### config.mk
export PLATFORM = sky130hd
export DESIGN_NAME = pcx2mb_credit_tracker_flat
export DESIGN_NICKNAME = d
export VERILOG_FILES = /design/src/rtl/pcx2mb_credit_tracker_if.sv /design/src/rtl/pcx2mb_credit_tracker.sv /design/src/flat_wrapper.sv
export SDC_FILE = /design/constraint.sdc
export NUM_CORES = 1
export LEC_CHECK = 0
export CELL_PAD_IN_SITES_DETAIL_PLACEMENT = 0
export CELL_PAD_IN_SITES_GLOBAL_PLACEMENT = 1
export CORE_UTILIZATION = 28
export CTS_CLUSTER_DIAMETER = 200
export DETAILED_ROUTE_END_ITERATION = 10
export PLACE_DENSITY = 0.87
export SYNTH_ARGS = -nofsm -noshare
export SYNTH_HDL_FRONTEND = slang
export SYNTH_SLANG_ARGS = --single-unit
### constraint.sdc
create_clock -name rclk -period 1.58 [get_ports rclk]
set_clock_uncertainty 0.2 [all_clocks]
set_input_delay 0.158 -clock rclk [delete_from_list [all_inputs] [get_ports rclk]]
set_output_delay 0.158 -clock rclk [all_outputs]
set_load 0.005 [all_outputs]
### src/rtl/pcx2mb_credit_tracker_if.sv
// -----------------------------------------------------------------------------
// pcx2mb_credit_tracker_if
//   Bundles the request/grant strobes and status outputs of the PCX-to-MicroBlaze
//   credit tracker.
//
//   Handshake semantics: there is no valid/ready pair. pcx_req_pa, pcx_req_px,
//   pcx_atom_px and pcx_grant_px are single-cycle strobes that are sampled on
//   every posedge rclk, and the tracker never applies backpressure. The core
//   reads request_mask_pa, and resends a request whenever drop_pa pulses.
//
//   master modport : core side (drives requests/grants, reads status)
//   slave modport  : tracker side
//   cnt_dbg        : flattened per-destination counters, dest i at [i*CW +: CW]
//
//   Optional macro CCX2MB_CREDIT_STATS_EN adds stat_drop_cnt and stat_hwm.
// -----------------------------------------------------------------------------
interface pcx2mb_credit_tracker_if #(
  parameter int NUM_DEST   = 5,
  parameter int CREDIT_MAX = 2
);
  localparam int CW = $clog2(CREDIT_MAX + 1);

  logic [NUM_DEST-1:0]    pcx_req_pa;
  logic [NUM_DEST-1:0]    pcx_req_px;
  logic                   pcx_atom_px;
  logic [NUM_DEST-1:0]    pcx_grant_px;
  logic [NUM_DEST-1:0]    request_mask_pa;
  logic [NUM_DEST-1:0]    drop_pa;
  logic [NUM_DEST-1:0]    err_underflw;
  logic [NUM_DEST*CW-1:0] cnt_dbg;

`ifdef CCX2MB_CREDIT_STATS_EN
  logic [15:0]            stat_drop_cnt;
  logic [NUM_DEST*CW-1:0] stat_hwm;

  modport master (
    output pcx_req_pa, pcx_req_px, pcx_atom_px, pcx_grant_px,
    input  request_mask_pa, drop_pa, err_underflw, cnt_dbg,
    input  stat_drop_cnt, stat_hwm
  );

  modport slave (
    input  pcx_req_pa, pcx_req_px, pcx_atom_px, pcx_grant_px,
    output request_mask_pa, drop_pa, err_underflw, cnt_dbg,
    output stat_drop_cnt, stat_hwm
  );
`else
  modport master (
    output pcx_req_pa, pcx_req_px, pcx_atom_px, pcx_grant_px,
    input  request_mask_pa, drop_pa, err_underflw, cnt_dbg
  );

  modport slave (
    input  pcx_req_pa, pcx_req_px, pcx_atom_px, pcx_grant_px,
    output request_mask_pa, drop_pa, err_underflw, cnt_dbg
  );
`endif
endinterface

### src/rtl/pcx2mb_credit_tracker.sv
// -----------------------------------------------------------------------------
// pcx2mb_credit_tracker
//   Per-destination link-credit tracker for the PCX-to-MicroBlaze bridge. Each
//   of the NUM_DEST destinations has one saturating outstanding-transaction
//   counter (0..CREDIT_MAX).
//
//   Ports:
//     rclk   : core clock, all state updates on posedge
//     reset  : synchronous, active-high
//     bus    : pcx2mb_credit_tracker_if.slave
//       pcx_req_pa[i]      request to dest i in PA (increment)
//       pcx_req_px[i]      PX request to dest i, counts only with pcx_atom_px
//       pcx_atom_px        PX request is atomic
//       pcx_grant_px[i]    grant for dest i (decrement)
//       request_mask_pa[i] dest i counter at CREDIT_MAX (decoded, no flop)
//       drop_pa[i]         registered 1-cycle pulse: increment lost at limit
//       err_underflw[i]    sticky: grant seen with counter at 0
//       cnt_dbg            flattened counters for observation
//
//   Optional macro CCX2MB_CREDIT_STATS_EN adds stat_drop_cnt (saturating total
//   of drop events) and stat_hwm (per-destination high-water mark).
// -----------------------------------------------------------------------------
module pcx2mb_credit_tracker #(
  parameter int NUM_DEST   = 5,
  parameter int CREDIT_MAX = 2
) (
  input  logic                    rclk,
  input  logic                    reset,
  pcx2mb_credit_tracker_if.slave  bus
);
  localparam int CW = $clog2(CREDIT_MAX + 1);
  localparam logic [CW-1:0] CNT_MAX = CW'(CREDIT_MAX);

  logic [CW-1:0]       cnt_q [NUM_DEST];
  logic [CW-1:0]       cnt_d [NUM_DEST];
  logic [NUM_DEST-1:0] inc;
  logic [NUM_DEST-1:0] dec;
  logic [NUM_DEST-1:0] drop_d;
  logic [NUM_DEST-1:0] err_set;
  logic [NUM_DEST-1:0] drop_q;
  logic [NUM_DEST-1:0] err_q;

  // Next-state per destination. A simultaneous inc and dec nets to zero and
  // takes priority, so it never drops or underflows even at the bounds.
  always_comb begin
    inc     = '0;
    dec     = '0;
    drop_d  = '0;
    err_set = '0;
    for (int i = 0; i < NUM_DEST; i++) begin
      cnt_d[i] = cnt_q[i];
      // A PA request and an atomic PX request in the same cycle count once.
      inc[i] = bus.pcx_req_pa[i] | (bus.pcx_req_px[i] & bus.pcx_atom_px);
      dec[i] = bus.pcx_grant_px[i];
      if (inc[i] && !dec[i]) begin
        if (cnt_q[i] == CNT_MAX) drop_d[i] = 1'b1;
        else                     cnt_d[i]  = cnt_q[i] + 1'b1;
      end else if (dec[i] && !inc[i]) begin
        if (cnt_q[i] == '0) err_set[i] = 1'b1;
        else                cnt_d[i]   = cnt_q[i] - 1'b1;
      end
    end
  end

  always_ff @(posedge rclk) begin
    if (reset) begin
      for (int i = 0; i < NUM_DEST; i++) cnt_q[i] <= '0;
      drop_q <= '0;
      err_q  <= '0;
    end else begin
      for (int i = 0; i < NUM_DEST; i++) cnt_q[i] <= cnt_d[i];
      drop_q <= drop_d;
      err_q  <= err_q | err_set;
    end
  end

  for (genvar g = 0; g < NUM_DEST; g++) begin : g_out
    assign bus.request_mask_pa[g]    = (cnt_q[g] == CNT_MAX);
    assign bus.cnt_dbg[g*CW +: CW]   = cnt_q[g];
  end

  assign bus.drop_pa      = drop_q;
  assign bus.err_underflw = err_q;

`ifdef CCX2MB_CREDIT_STATS_EN
  localparam int PW = $clog2(NUM_DEST + 1);

  logic [PW-1:0]  drop_pop;
  logic [16:0]    drop_sum;
  logic [15:0]    drop_cnt_q;
  logic [CW-1:0]  hwm_q [NUM_DEST];

  always_comb begin
    drop_pop = '0;
    for (int i = 0; i < NUM_DEST; i++) drop_pop = drop_pop + PW'(drop_d[i]);
    drop_sum = {1'b0, drop_cnt_q} + 17'(drop_pop);
  end

  // Counted on the event itself, so the stat updates on the same edge that
  // raises drop_pa. The high-water mark tracks the value the counter takes.
  always_ff @(posedge rclk) begin
    if (reset) begin
      drop_cnt_q <= '0;
      for (int i = 0; i < NUM_DEST; i++) hwm_q[i] <= '0;
    end else begin
      drop_cnt_q <= drop_sum[16] ? 16'hFFFF : drop_sum[15:0];
      for (int i = 0; i < NUM_DEST; i++) begin
        if (cnt_d[i] > hwm_q[i]) hwm_q[i] <= cnt_d[i];
      end
    end
  end

  assign bus.stat_drop_cnt = drop_cnt_q;
  for (genvar g = 0; g < NUM_DEST; g++) begin : g_hwm
    assign bus.stat_hwm[g*CW +: CW] = hwm_q[g];
  end
`endif

endmodule

### src/flat_wrapper.sv
// flat-port wrapper written by rule: the top's interface ports become plain ports
module pcx2mb_credit_tracker_flat 
#(
  parameter int NUM_DEST   = 5,
  parameter int CREDIT_MAX = 2
)
  (rclk, reset, bus_pcx_req_pa, bus_pcx_req_px, bus_pcx_atom_px, bus_pcx_grant_px, bus_request_mask_pa, bus_drop_pa, bus_err_underflw, bus_cnt_dbg);
  pcx2mb_credit_tracker_if #(.NUM_DEST(NUM_DEST), .CREDIT_MAX(CREDIT_MAX)) bus_i ();
  input  logic rclk;
  input  logic reset;
  input wire logic [$bits(bus_i.pcx_req_pa)-1:0] bus_pcx_req_pa;
  input wire logic [$bits(bus_i.pcx_req_px)-1:0] bus_pcx_req_px;
  input wire logic [$bits(bus_i.pcx_atom_px)-1:0] bus_pcx_atom_px;
  input wire logic [$bits(bus_i.pcx_grant_px)-1:0] bus_pcx_grant_px;
  output wire logic [$bits(bus_i.request_mask_pa)-1:0] bus_request_mask_pa;
  output wire logic [$bits(bus_i.drop_pa)-1:0] bus_drop_pa;
  output wire logic [$bits(bus_i.err_underflw)-1:0] bus_err_underflw;
  output wire logic [$bits(bus_i.cnt_dbg)-1:0] bus_cnt_dbg;
  assign bus_i.pcx_req_pa = bus_pcx_req_pa;
  assign bus_i.pcx_req_px = bus_pcx_req_px;
  assign bus_i.pcx_atom_px = bus_pcx_atom_px;
  assign bus_i.pcx_grant_px = bus_pcx_grant_px;
  assign bus_request_mask_pa = bus_i.request_mask_pa;
  assign bus_drop_pa = bus_i.drop_pa;
  assign bus_err_underflw = bus_i.err_underflw;
  assign bus_cnt_dbg = bus_i.cnt_dbg;
  pcx2mb_credit_tracker #(.NUM_DEST(NUM_DEST), .CREDIT_MAX(CREDIT_MAX)) u_core (.rclk(rclk), .reset(reset), .bus(bus_i));
endmodule
; ---- Yosys cells after proc, flatten, opt, wreduce, memory -nomap -nowiden
; Memories as Yosys holds them, arrays and structs flattened.
; Cells that the tools add are included.
[word_totals]
regBits = 10
ram_bits = 10
word_cells = 121
n_memories = 1
[mem_list]
columns = memory, depth, word_bits, rd, rd_ports_with_merged_regs, write_ports, line_no
row1 = u_core.cnt_q, 5, 2, 5, 0, 5, pcx2mb_credit_tracker.sv:34  ; logic [CW-1:0] cnt_q [NUM_DEST];
[op_classes]
n_addsub = 10
eq_ne = 5
muxes = 48
bitwise = 21
reduce_logical = 30
[op_table]
columns = operator, n
row1 = 2-bit 2-to-1 mux, 25
row2 = 1-bit 2-to-1 mux, 23
row3 = 2-bit by 1-bit adder with 2-bit output (second input constant), 5
row4 = 2-bit equality test (second input constant), 5
row5 = 1-bit logical AND, 10
row6 = 1-bit logical NOT, 10
row7 = 2-bit logical NOT, 5
row8 = 1-bit OR, 10
row9 = 2-bit OR reduction, 5
row10 = 2-bit by 1-bit subtractor with 2-bit output (second input constant), 5
row11 = 1-bit bitwise AND, 5
row12 = 1-bit NOT, 5
row13 = 5-bit OR, 1

; ---- Depth between registers and ports, before layout
; Gate-level depths: netlist (run 1).
[depth]
depth_word = 7
depth_mapped = 6
ltp_nobuf = 6

; ---- Least setup slack after synthesis (run 1)
; No wires, ideal clock.
[synth_timing]
path_type = input to register
start = input port bus_pcx_req_px[2]
end = memory u_core.cnt_q[2][1] (netlist name)
setup_ps = 74
arrival_ps = 1422
required_ps = 1306
path_slack_ps = -116
path_stages = 5
path_buffers = 0
path_cell_list = a21o_1 ha_1 or4b_1 a21o_1 a31oi_2
[synth_rtl]
columns = element, line_no
row1 = start: declaration, flat_wrapper.sv:12  ; input wire logic [$bits(bus_i.pcx_req_px)-1:0] bus_pcx_req_px;
row2 = end: declaration, pcx2mb_credit_tracker.sv:34

==> results of run 1 <==
==> worst min-delay path by stage <==
stage	startpoint	endpoint	slack (ns)	cells after the start
after global placement	u_core.bus.err_underflw[3]	u_core.bus.err_underflw[3]	0.26	2
after floorplan	bus_pcx_req_pa[0]	u_core.bus.err_underflw[0]	0.24	3
final	bus_pcx_atom_px	u_core.bus.err_underflw[0]	0.27	5
after global routing	bus_pcx_atom_px	u_core.bus.err_underflw[0]	0.31	5
after detailed placement	u_core.bus.err_underflw[1]	u_core.bus.err_underflw[1]	0.26	2
after CTS	bus_pcx_atom_px	u_core.bus.err_underflw[0]	0.26	5
==> timing repair <==
item                       in CTS  in global routing
setup endpoints to repair      24                  5
pin swaps                       8                  6
gates resized for setup        42                  5
buffers inserted                3                  1
==> sequential cells by signal (all words and copies together) (netlist names) <==
register and cells:
u_core.bus.err_underflw 5, u_core.cnt_q 10, u_core.bus.drop_pa 5
==> power groups by stage <==
stage          sequential (mW)  combinational, mW  clock, mW
3_5_place_dp             0.566              0.319          0
2_1_floorplan            0.571              0.133          0
5_1_grt                  0.564              0.363      0.549
6_report                 0.560              0.334      0.521
4_1_cts                  0.560              0.327      0.533
3_3_place_gp             0.565              0.307          0
==> cell type report <==
cell class,count,area [µm²]
timing repair buffer,65,575.6
fill,351,1842
inverter,10,37.54
clock inverter,1,30.03
tap,48,60.06
clock buffer,3,41.29
multi-input combinational,96,716.9
sequential,20,412.9
==> synth_stat cells, drive strengths merged (2+ instances only) <==
cell type | n | area [µm²]
a21o | 5 | 37.54
a21oi | 8 | 43.79
a31oi | 4 | 31.28
and3 | 4 | 25.02
clkbuf | 2 | 7.510
dfxtp | 20 | 400.4
ha | 11 | 137.6
inv | 10 | 37.54
nand2 | 9 | 33.78
nor2 | 14 | 52.55
nor2b | 12 | 75.07
nor3b | 3 | 22.52
nor4b | 5 | 43.79
o21ai | 8 | 40.04
or3 | 2 | 12.51
xnor2 | 2 | 17.52
==> worst max-delay path: stages <==
cell     delay (ns)
buf_4          0.13
a21o_4         0.23
ha_4           0.24
or4b_1         0.49
a21o_1         0.18
a31oi_2        0.12
==> through the flow <==
step	setup TNS [ns]	hold slack, ns	cells
2_1_floorplan	-0.04107	0.2415	129
6_report	0	0.2711	243
3_3_place_gp	-4.962	0.2563	235
5_1_grt	-0.004415	0.3060	243
4_1_cts	0	0.2615	242
3_5_place_dp	-5.804	0.2640	235
==> kinds of logic (layout without fill, tap and decap cells) <==
family,count (synthesis),after routing,share of synthesized area
AOI/OAI and AO/OA,31,31,0.1845
xor gates and xnor gates,2,2,0.01595
adders and majority gates,11,11,0.1253
buffers and inverters,13,79,0.04442
DFF,20,20,0.3645
and+or+nand+nor,52,52,0.2654
==> routing by layer <==
layer	track usage	up-vias	wire (µm)
met3	0.04049	6	144
met4	0.07778	0	78
met5	0	-	0
met2	0.2447	38	1483
li1	-	572	-
met1	0.1652	533	1348
==> Flow_metrics.wiki, run 1 <==
{| class="wikitable"
! Metric !! Value
|-
| Final design instance area without fill || roughly 0.0019 mm²
|-
| Maximum fanout along the worst path || 3
|-
| Starting utilization of the core area || 0.2956
|-
| Clock Root Buffer || clkbuf_8
|-
| I/O pin count || 43
|-
| Type of the worst setup path || in2reg
|-
| Clock buffer depth || 2
|-
| Psw || 347.5 µW
|-
| Die Footprint || around 0.0042 mm²
|-
| Count of TritonRoute iterations in the first routing pass || 6
|-
| Minimum period implied by the final worst setup slack || 1.553 ns
|-
| Area inside the core boundary || 0.003716 mm²
|-
| Least-Margin Pin Slew || 0.3167 ns
|-
| Part of the power in combinational logic || 0.236
|-
| Utilization after layout || 0.5044
|-
| Yosys warnings || 0
|-
| Final hold violation count || 0
|-
| Final number of max-transition violations || 0
|-
| Start point of the critical path || bus_pcx_atom_px
|-
| Detailed Route Iter0 Violations || 65
|-
| Worst reg2reg startpoint || u_core.cnt_q[2][1]
|-
| Via total after detailed routing || 1149
|-
| R2r worst-path depth || 3
|-
| Startpoint type of the worst setup path || input pin
|-
| Die height || roughly 65 µm
|-
| Overall overflow remaining after global route || 0
|-
| Post-synth EDFFs || 0
|-
| Die Wd || 64.64 µm
|-
| Fraction of the cycle the final worst path needs || 0.9831
|-
| Antenna cells || 0
|-
| Number of buffers added on ports || 42
|-
| DP Worst Slack || -0.6231 ns
|-
| Synthesized area divided by synthesized cell count || about 8.5 µm²
|-
| Fraction of the yosys area taken by sequential cells || 0.3645
|-
| Clock power frac || 0.368
|-
| Asr flop ratio synth || 0
|-
| Total half-perimeter wirelength after legalization and detailed placement || 2275 µm
|-
| Kind of end point of the critical path || flip-flop
|-
| Wire length of the first global-routing pass || 4609 µm
|-
| Final WL || 3056 µm
|-
| Nets in the synthesized netlist || about 160
|-
| Run status || complete, no violations
|-
| Net count of the finished layout || about 230
|-
| Sequential fraction of design power || 0.396
|-
| Global router's overall resource usage || 0.1453
|-
| Reg clk slew, reported paths || 0.08 ns
|-
| Leading cell type in the layout, fill and taps excluded || clkdlybuf4s50_1
|-
| Worst setup margin || 0.02675 ns
|-
| Classification of the worst-slack hold path || in2reg
|-
| Routed length per placed instance || 12.58 µm
|-
| Remaining routing DRC violations || 0
|-
| Cell-internal power || about 1.1 mW
|-
| Via count of the first global-routing pass || roughly 1000
|-
| Worst endpoint required time || 1.57 ns
|-
| Data arrival time of the critical path || 1.55 ns
|-
| Switching power as a share of total power || 0.2456
|-
| Synth Register Bits || 20
|-
| LEAKAGE || 0.8690 nW
|-
| Post-detailed-route via-to-cell ratio || 4.728
|-
| Worst-case headroom to the max-slew limit || 0.7859
|-
| Number of max-cap violations || 0
|-
| Timing-limited maximum frequency || approximately 0.64 GHz
|-
| Setup violations, final || 0
|-
| Total cell area at the placement stage || 0.001725 mm²
|-
| Critical path capture point || u_core.cnt_q[2][1]
|-
| Number of buffers added by the clock tree synthesis step || 3
|-
| End of the worst register-to-register path || u_core.cnt_q[2][1]
|-
| Cell area after synthesis || 0.001099 mm²
|-
| Most frequent cells in the layout || 26 x clkdlybuf4s50_1, 24 x buf_4, 14 x nor2_1
|-
| Weighted congestion reported at the end of routability-driven placement || roughly 0.85
|-
| Share of post-route cells with drive strength above 1 || 0.2821
|-
| Library cells used by synthesis || 28
|-
| Register-to-Register Setup Slack || 0.16 ns
|-
| CTS tree || yes
|-
| Number of hold buffers added after cts || 0
|-
| Ys flop type || dfxtp_1
|-
| Initial antenna violation count || 0
|-
| Number of nets still failing antenna checks after routing || 0
|-
| Rows || 22
|-
| Post-layout total power || 1.415 mW
|-
| Largest net degree at the start of global routing || 13
|-
| Cell count after synthesis || roughly 130
|-
| Clk_lat worst skew || 0.26 ns
|-
| Synth-to-layout area growth || 70.62%
|-
| Highest ir drop seen on vdd || 627.0 µV
|-
| Power density normalized to cell area || roughly 750 mW/mm²
|-
| Clock sink count || 20
|-
| H-Tree Level Count || 1
|}
Power figures use the tool's default switching activity.
==> run 2: changes to the inputs <==
Settings changed: ABC_CLOCK_PERIOD_IN_PS set to 1580.
==> results of run 2 <==
Final layout, timing and power as in run 1 (identical DEF).
==> run 3: changes to the inputs <==
Settings changed: HOLD_SLACK_MARGIN set to 0.12, PLACE_DENSITY 0.87 to 0.74.
==> Flow_metrics.wiki, run 3 (same netlist as run 1, synthesis figures left out) <==
{| class="wikitable"
! Metric !! Value
|-
| Timing-limited maximum frequency || 0.6487 GHz (+0.75%)
|-
| Clock buffer depth || 2 (unchanged)
|-
| Largest register FFs || 10 (unchanged)
|-
| Net count of the finished layout || 222 (-1.3%)
|-
| Via count of the first global-routing pass || 1081 (+3.4%)
|-
| Setup TNS || 0 ns (unchanged)
|-
| Wire length of the first global-routing pass || 4664 µm (+1.2%)
|-
| Post-detailed-route via-to-cell ratio || 4.554 (-3.7%)
|-
| Startpoint type of the worst setup path || input pin
|-
| Number of buffer and inverter stages on the critical path || 1 (unchanged)
|-
| Register-to-Register Setup Slack || 0.05 ns (-0.11 ns)
|-
| Slowest Stage Delay on Critical Path || 0.51 ns (+0.02 ns)
|-
| Maximum fanout along the worst path || 3 (unchanged)
|-
| Clock Root Buffer || clkbuf_8
|-
| Rows || 22 (unchanged)
|-
| Clock sink count || 20 (unchanged)
|-
| Synth-to-layout area growth || 70.16%
|-
| Number of buffers added by the clock tree synthesis step || 3 (unchanged)
|-
| Number of nets still failing antenna checks after routing || 0 (unchanged)
|-
| I/O pin count || 43 (unchanged)
|-
| Least-Margin Pin Slew || 0.2784 ns (-0.03832 ns)
|-
| Initial antenna violation count || 0 (unchanged)
|-
| Classification of the worst-slack hold path || reg2reg
|-
| Minimum period implied by the final worst setup slack || 1.542 ns (-0.01162 ns)
|-
| Worst path most repeated cell || a21o_1
|-
| Leading cell type in the layout, fill and taps excluded || clkdlybuf4s50_1
|-
| Weighted congestion reported at the end of routability-driven placement || 0.7596 (-11%)
|-
| Worst endpoint required time || 1.57 ns (about the same)
|-
| Setup violations, final || 0 (unchanged)
|-
| Count of TritonRoute iterations in the first routing pass || 3 (-3)
|-
| Fraction of the cycle the final worst path needs || 0.9757 (-0.007354)
|-
| Utilization after layout || 0.5030 (-0.001347)
|-
| Worst reg2reg startpoint || u_core.cnt_q[2][1]
|-
| Share of post-route cells with drive strength above 1 || 0.2552 (-0.02684)
|-
| CTS tree || yes
|-
| Register bank with the most flops || u_core.cnt_q
|-
| Die height || 64.64 µm (unchanged)
|-
| Slowest stage cell, crit path || or4b_1
|-
| Die Footprint || 0.004178 mm² (unchanged)
|-
| Worst path top cell family by delay || compound AO/OA/AOI/OAI gates
|-
| Number of max-cap violations || 0 (unchanged)
|-
| Global router's overall resource usage || 0.1410 (-0.004286)
|-
| Via total after detailed routing || 1093 (-4.9%)
|-
| Die Wd || 64.64 µm (unchanged)
|-
| Final WL || 2791 µm (-8.7%)
|-
| DP Worst Slack || -0.6071 ns (+0.01601 ns)
|-
| Reg clk slew, reported paths || 0.08 ns (about the same)
|-
| Run status || complete, no violations
|-
| Routed length per placed instance || 11.63 µm (-7.5%)
|-
| Worst-case headroom to the max-slew limit || 0.8118 (+0.02591)
|-
| Fill cell instance count of the final layout || 366 (+4.3%)
|-
| Beginning of the worst hold path || u_core.bus.err_underflw[0]
|-
| Power density normalized to cell area || 748.6 mW/mm² (-0.84%)
|-
| Number of buffers added on ports || 42 (unchanged)
|-
| Largest net degree at the start of global routing || 13 (unchanged)
|-
| Data arrival time of the critical path || 1.53 ns (-0.02 ns)
|-
| Worst setup margin || 0.03837 ns (+0.01162 ns)
|-
| Detailed Route Iter0 Violations || 70 (+7.7%)
|-
| Antenna cells || 0 (unchanged)
|-
| Final hold violation count || 0 (unchanged)
|-
| Crit path cell chain || buf_6 -> a21o_1 -> ha_4 -> or4b_1 -> a21o_1 -> a31oi_2
|-
| Kind of end point of the critical path || flip-flop
|-
| Area inside the core boundary || 0.003716 mm² (unchanged)
|-
| Start point of the critical path || bus_pcx_req_px[2]
|-
| LEAKAGE || 0.8873 nW (+2.1%)
|-
| Remaining routing DRC violations || 0 (unchanged)
|-
| Final number of max-transition violations || 0 (unchanged)
|-
| Overall overflow remaining after global route || 0 (unchanged)
|-
| Starting utilization of the core area || 0.2956 (unchanged)
|-
| Highest ir drop seen on vdd || 307.6 µV (-51%)
|-
| Total half-perimeter wirelength after legalization and detailed placement || 2084 µm (-8.4%)
|-
| Type of the worst setup path || in2reg
|-
| H-Tree Level Count || 1 (unchanged)
|-
| Clk_lat worst skew || 0.25 ns (about the same)
|-
| Setup repair after global routing missed its margin || yes
|-
| Most frequent cells in the layout || 27 x clkdlybuf4s50_1, 19 x buf_4, 14 x nor2_1
|}
==> run 3: cell types whose count changed in the layout (fill, tap and decap cells not counted), moves of 2 or more <==
cell	change
dfxtp_4	+2
dfxtp_2	-3
dlymetal6s2s_1	+2
dlygate4sd2_1	-4
buf_4	-5
buf_6	+3
buf_2	-2
==> run 3: worst reg2reg max path, stage by stage (launching register included) <==
cell and delay, ns:
dfxtp_2 0.33, buf_6 0.11, or4b_1 0.49, a21o_1 0.18
a31oi_2 0.15
==> run 3: report_power, final <==
| group | total (mW) | internal, mW | leakage [nW] | switching, mW |
|---|---|---|---|---|
| Clock | 0.518 | 0.338 | 0.0357 | 0.180 |
| Combinational | 0.322 | 0.193 | 0.685 | 0.129 |
| Sequential | 0.559 | 0.531 | 0.167 | 0.0280 |
| Total | 1.40 | 1.06 | 0.887 | 0.337 |
==> run 3: path summary, 6_finish.rpt <==
check                                     to  cells after the start
hold / removal    u_core.bus.err_underflw[0]                      2
setup / recovery          u_core.cnt_q[2][1]                      6
setup reg to reg          u_core.cnt_q[2][1]                      4
hold reg to reg   u_core.bus.err_underflw[0]                      2
==> run 3: layout make-up <==
class | instances | area (µm²) | area share
sequential | 20 | 416.7 | 0.2229
clock buffer | 3 | 41.29 | 0.02209
timing repair buffer | 62 | 576.8 | 0.3086
clock inverter | 1 | 30.03 | 0.01606
multi-input combinational | 96 | 706.9 | 0.3782
inverter | 10 | 37.54 | 0.02008
tap | 48 | 60.06 | 0.03213
==> run 3: repair_timing <==
action | CTS | global route
endpoints found under the setup margin | 23 | 8
resized for setup | 32 | 16
hold buffers | 0 | 0
buffers inserted | 3 | 0
pin swaps | 7 | 9
==> run 3: per-stage QoR <==
stage	cells	hold WS, ns	area, µm²	power [mW]
finish	240	0.2725	1869	1.399
global route	240	0.3177	1869	1.469
CTS	240	0.2823	1823	1.412
detailed placement	233	0.2592	1710	0.8743
global placement	233	0.2567	1710	0.8687
floorplan	129	0.2415	1114	0.7042
==> run 3: metal layers <==
| layer | vias up | GRT usage | part of all wire |
|---|---|---|---|
| met1 | 500 | 0.1794 | 0.48 |
| met4 | 0 | 0.05000 | 0.012 |
| li1 | 568 | - | - |
| met3 | 2 | 0.02465 | 0.037 |
| met5 | - | 0 | 0 |
| met2 | 23 | 0.2368 | 0.47 |
==> patch: new RTL, flow settings as in run 1 <==
`NUM_DEST` is set to 5 in 3 places; all go to 10.
--- a/src/rtl/pcx2mb_credit_tracker_if.sv
+++ b/src/rtl/pcx2mb_credit_tracker_if.sv
@@ -15,7 +15,7 @@
 //   Optional macro CCX2MB_CREDIT_STATS_EN adds stat_drop_cnt and stat_hwm.
 // -----------------------------------------------------------------------------
 interface pcx2mb_credit_tracker_if #(
-  parameter int NUM_DEST   = 5,
+  parameter int NUM_DEST   = 10,
   parameter int CREDIT_MAX = 2
 );
   localparam int CW = $clog2(CREDIT_MAX + 1);
--- a/src/rtl/pcx2mb_credit_tracker.sv
+++ b/src/rtl/pcx2mb_credit_tracker.sv
@@ -21,7 +21,7 @@
 //   of drop events) and stat_hwm (per-destination high-water mark).
 // -----------------------------------------------------------------------------
 module pcx2mb_credit_tracker #(
-  parameter int NUM_DEST   = 5,
+  parameter int NUM_DEST   = 10,
   parameter int CREDIT_MAX = 2
 ) (
   input  logic                    rclk,
--- a/src/flat_wrapper.sv
+++ b/src/flat_wrapper.sv
@@ -1,7 +1,7 @@
 // flat-port wrapper written by rule: the top's interface ports become plain ports
 module pcx2mb_credit_tracker_flat 
 #(
-  parameter int NUM_DEST   = 5,
+  parameter int NUM_DEST   = 10,
   parameter int CREDIT_MAX = 2
 )
   (rclk, reset, bus_pcx_req_pa, bus_pcx_req_px, bus_pcx_atom_px, bus_pcx_grant_px, bus_request_mask_pa, bus_drop_pa, bus_err_underflw, bus_cnt_dbg);
Interface: changed (7 resized); port bits go from 43 to 83. No check against the original RTL was run, so the function may have changed too.
==> patch against run 1 <==
  * The run now ends with setup timing left
  * Routed wire length is 110% higher
  * Total power is 93% higher
  * Die area is 100% higher
  * Sequential cell count is 20 higher
  * Via count is 110% higher
  * Setup slack worse by 0.050 ns
  * Clock power is 39% higher
  * Non-clock buffer count is 82 higher
  * Core utilization is 1.0 points higher
  * Design area is 110% higher
  * Synthesized area is 110% higher
  * Register-to-register slack worse by 0.13 ns
==> patch: results (changes against run 1) <==
run status=finished, violations left; failing checks=setup timing; most common library cells after synthesis=dfxtp_1, nor2_1, ha_1, nand2_1, inv_1; Largest register FFs=20 (+10); gr usage total=14.96% (+0.44 points); Synth Net Count=330 (+110%); share of layout cells above drive strength 1=30.55% (+2.3 points); DR pass1 iterations=4 (-2); Detailed Place HPWL=4.696 mm (+110%); Hold Crit Class=register to register; first-pass GRT wire length=10.27 mm (+120%); Seq/Total Area, Yosys=34.92% (-1.5 points); post-placement cell count=498 (+110%); Setup WS pre-CTS=-0.6944 ns (-0.07130 ns); final setup fails=3 (+3); Setup WS post-layout=-0.02330 ns (-0.05005 ns); input/output buffers=82 (+95%); Slew @ Worst Pin=0.4668 ns (+0.1501 ns); post-synthesis cell type count=30 (+7.1%); setup tns final=-0.02943 ns (-0.02943 ns); PD cells=678.2 mW/mm^2 (-10%); Area after DPL=0.003649 sq mm (+110%); CP max-delay cell=clkdlybuf4s50_1; pin count of the biggest net entering global routing=15 (+2); H-tree levels=2 (+1); vias in the first global route=2260 (+120%); initial DRC count=57 (-12%); Routed WL=6.488 mm (+110%); Leak=1.900 nW (+120%); Clk Latency, worst-skew pair=0.29 ns (+0.03 ns); Filler Cell Count=741 (+110%); worst vdd ir=0.0002999 V (-52%); CTS buffer count=5 (+2); net count reported at finish=478 (+110%); GPL Wtd Cong=0.7876 (-7.8%); top post-synthesis cells by area=dfxtp_1, ha_1, nor2_1; Longest Clk Path Bufs=2 (unchanged); vias post-DR=2398 (+110%); Largest delay share family, worst path=buffers and inverters
==> patch: cell types whose count changed after synthesis, moves of 7 or more <==
| cell | run 1 | this run |
|---|---|---|
| nand2_1 | 9 | 27 |
| nor2_1 | 14 | 29 |
| dfxtp_1 | 20 | 40 |
| a21o_1 | 5 | 13 |
| a31oi_1 | 3 | 10 |
| ha_1 | 11 | 27 |
| inv_1 | 10 | 24 |
==> patch: cell families (layout without fill, tap and decap cells) <==
| logic type | Yosys count | count (layout) | share of synthesized area, % |
|---|---|---|---|
| simple gates | 107 | 107 | 25.69 |
| compound gates | 60 | 60 | 17.29 |
| flops | 40 | 40 | 34.92 |
| buf+inv | 30 | 179 | 5.074 |
| fa+ha+maj | 27 | 27 | 14.73 |
| xor+xnor | 6 | 6 | 2.291 |
==> patch: area by class of cell <==
type                    instances  area share, %
multi-input cells             200          38.50
repair buffers                147          32.87
flip-flops and latches         40          20.90
well taps                     102          3.178
inverters                      24          2.243
clock buffers                   6          2.056
clock inverters                 2         0.2492
==> patch: worst register-to-register path, stage by stage, from the launching register on <==
cell and delay, ns:
dfxtp_2 0.33, buf_4 0.13, or4b_4 0.52, a21o_1 0.17
a31oi_1 0.12
==> patch: final timing paths <==
kind	from	end	slack, ns	depth (start not counted)
worst min register to register	u_core.bus.err_underflw[5]$_SDFF_PP0_	u_core.bus.err_underflw[5]$_SDFF_PP0_	0.28	2
worst min-delay path	u_core.bus.err_underflw[5]$_SDFF_PP0_	u_core.bus.err_underflw[5]$_SDFF_PP0_	0.28	2
worst max register to register	u_core.cnt_q[0][3]$_SDFFE_PP0P_	u_core.cnt_q[0][3]$_SDFFE_PP0P_	0.03	4
worst max-delay path	bus_pcx_grant_px[2]	u_core.cnt_q[0][5]$_SDFFE_PP0P_	-0.02	7
==> patch: power by group <==
group	switching, mW	leakage, nW	internal, mW	total [mW]
sequential	0.0509	0.335	1.07	1.13
clock	0.377	0.0510	0.349	0.726
combinational	0.359	1.51	0.514	0.872
total	0.786	1.90	1.94	2.72
==> patch: repair_timing <==
action | in CTS | in global routing
setup buffers | 8 | 8
endpoints found under the setup margin | 47 | 19
gates resized for setup | 78 | 33
pin swaps | 20 | 32
==> patch: metal layers <==
| metal | global-route usage, % | up-vias | part of all wire [%] |
|---|---|---|---|
| met5 | 0 | - | 0 |
| met4 | 7.031 | 0 | 1.6 |
| met3 | 2.874 | 8 | 5.8 |
| met2 | 25.80 | 66 | 50 |
| met1 | 17.76 | 1098 | 43 |
| li1 | - | 1226 | - |
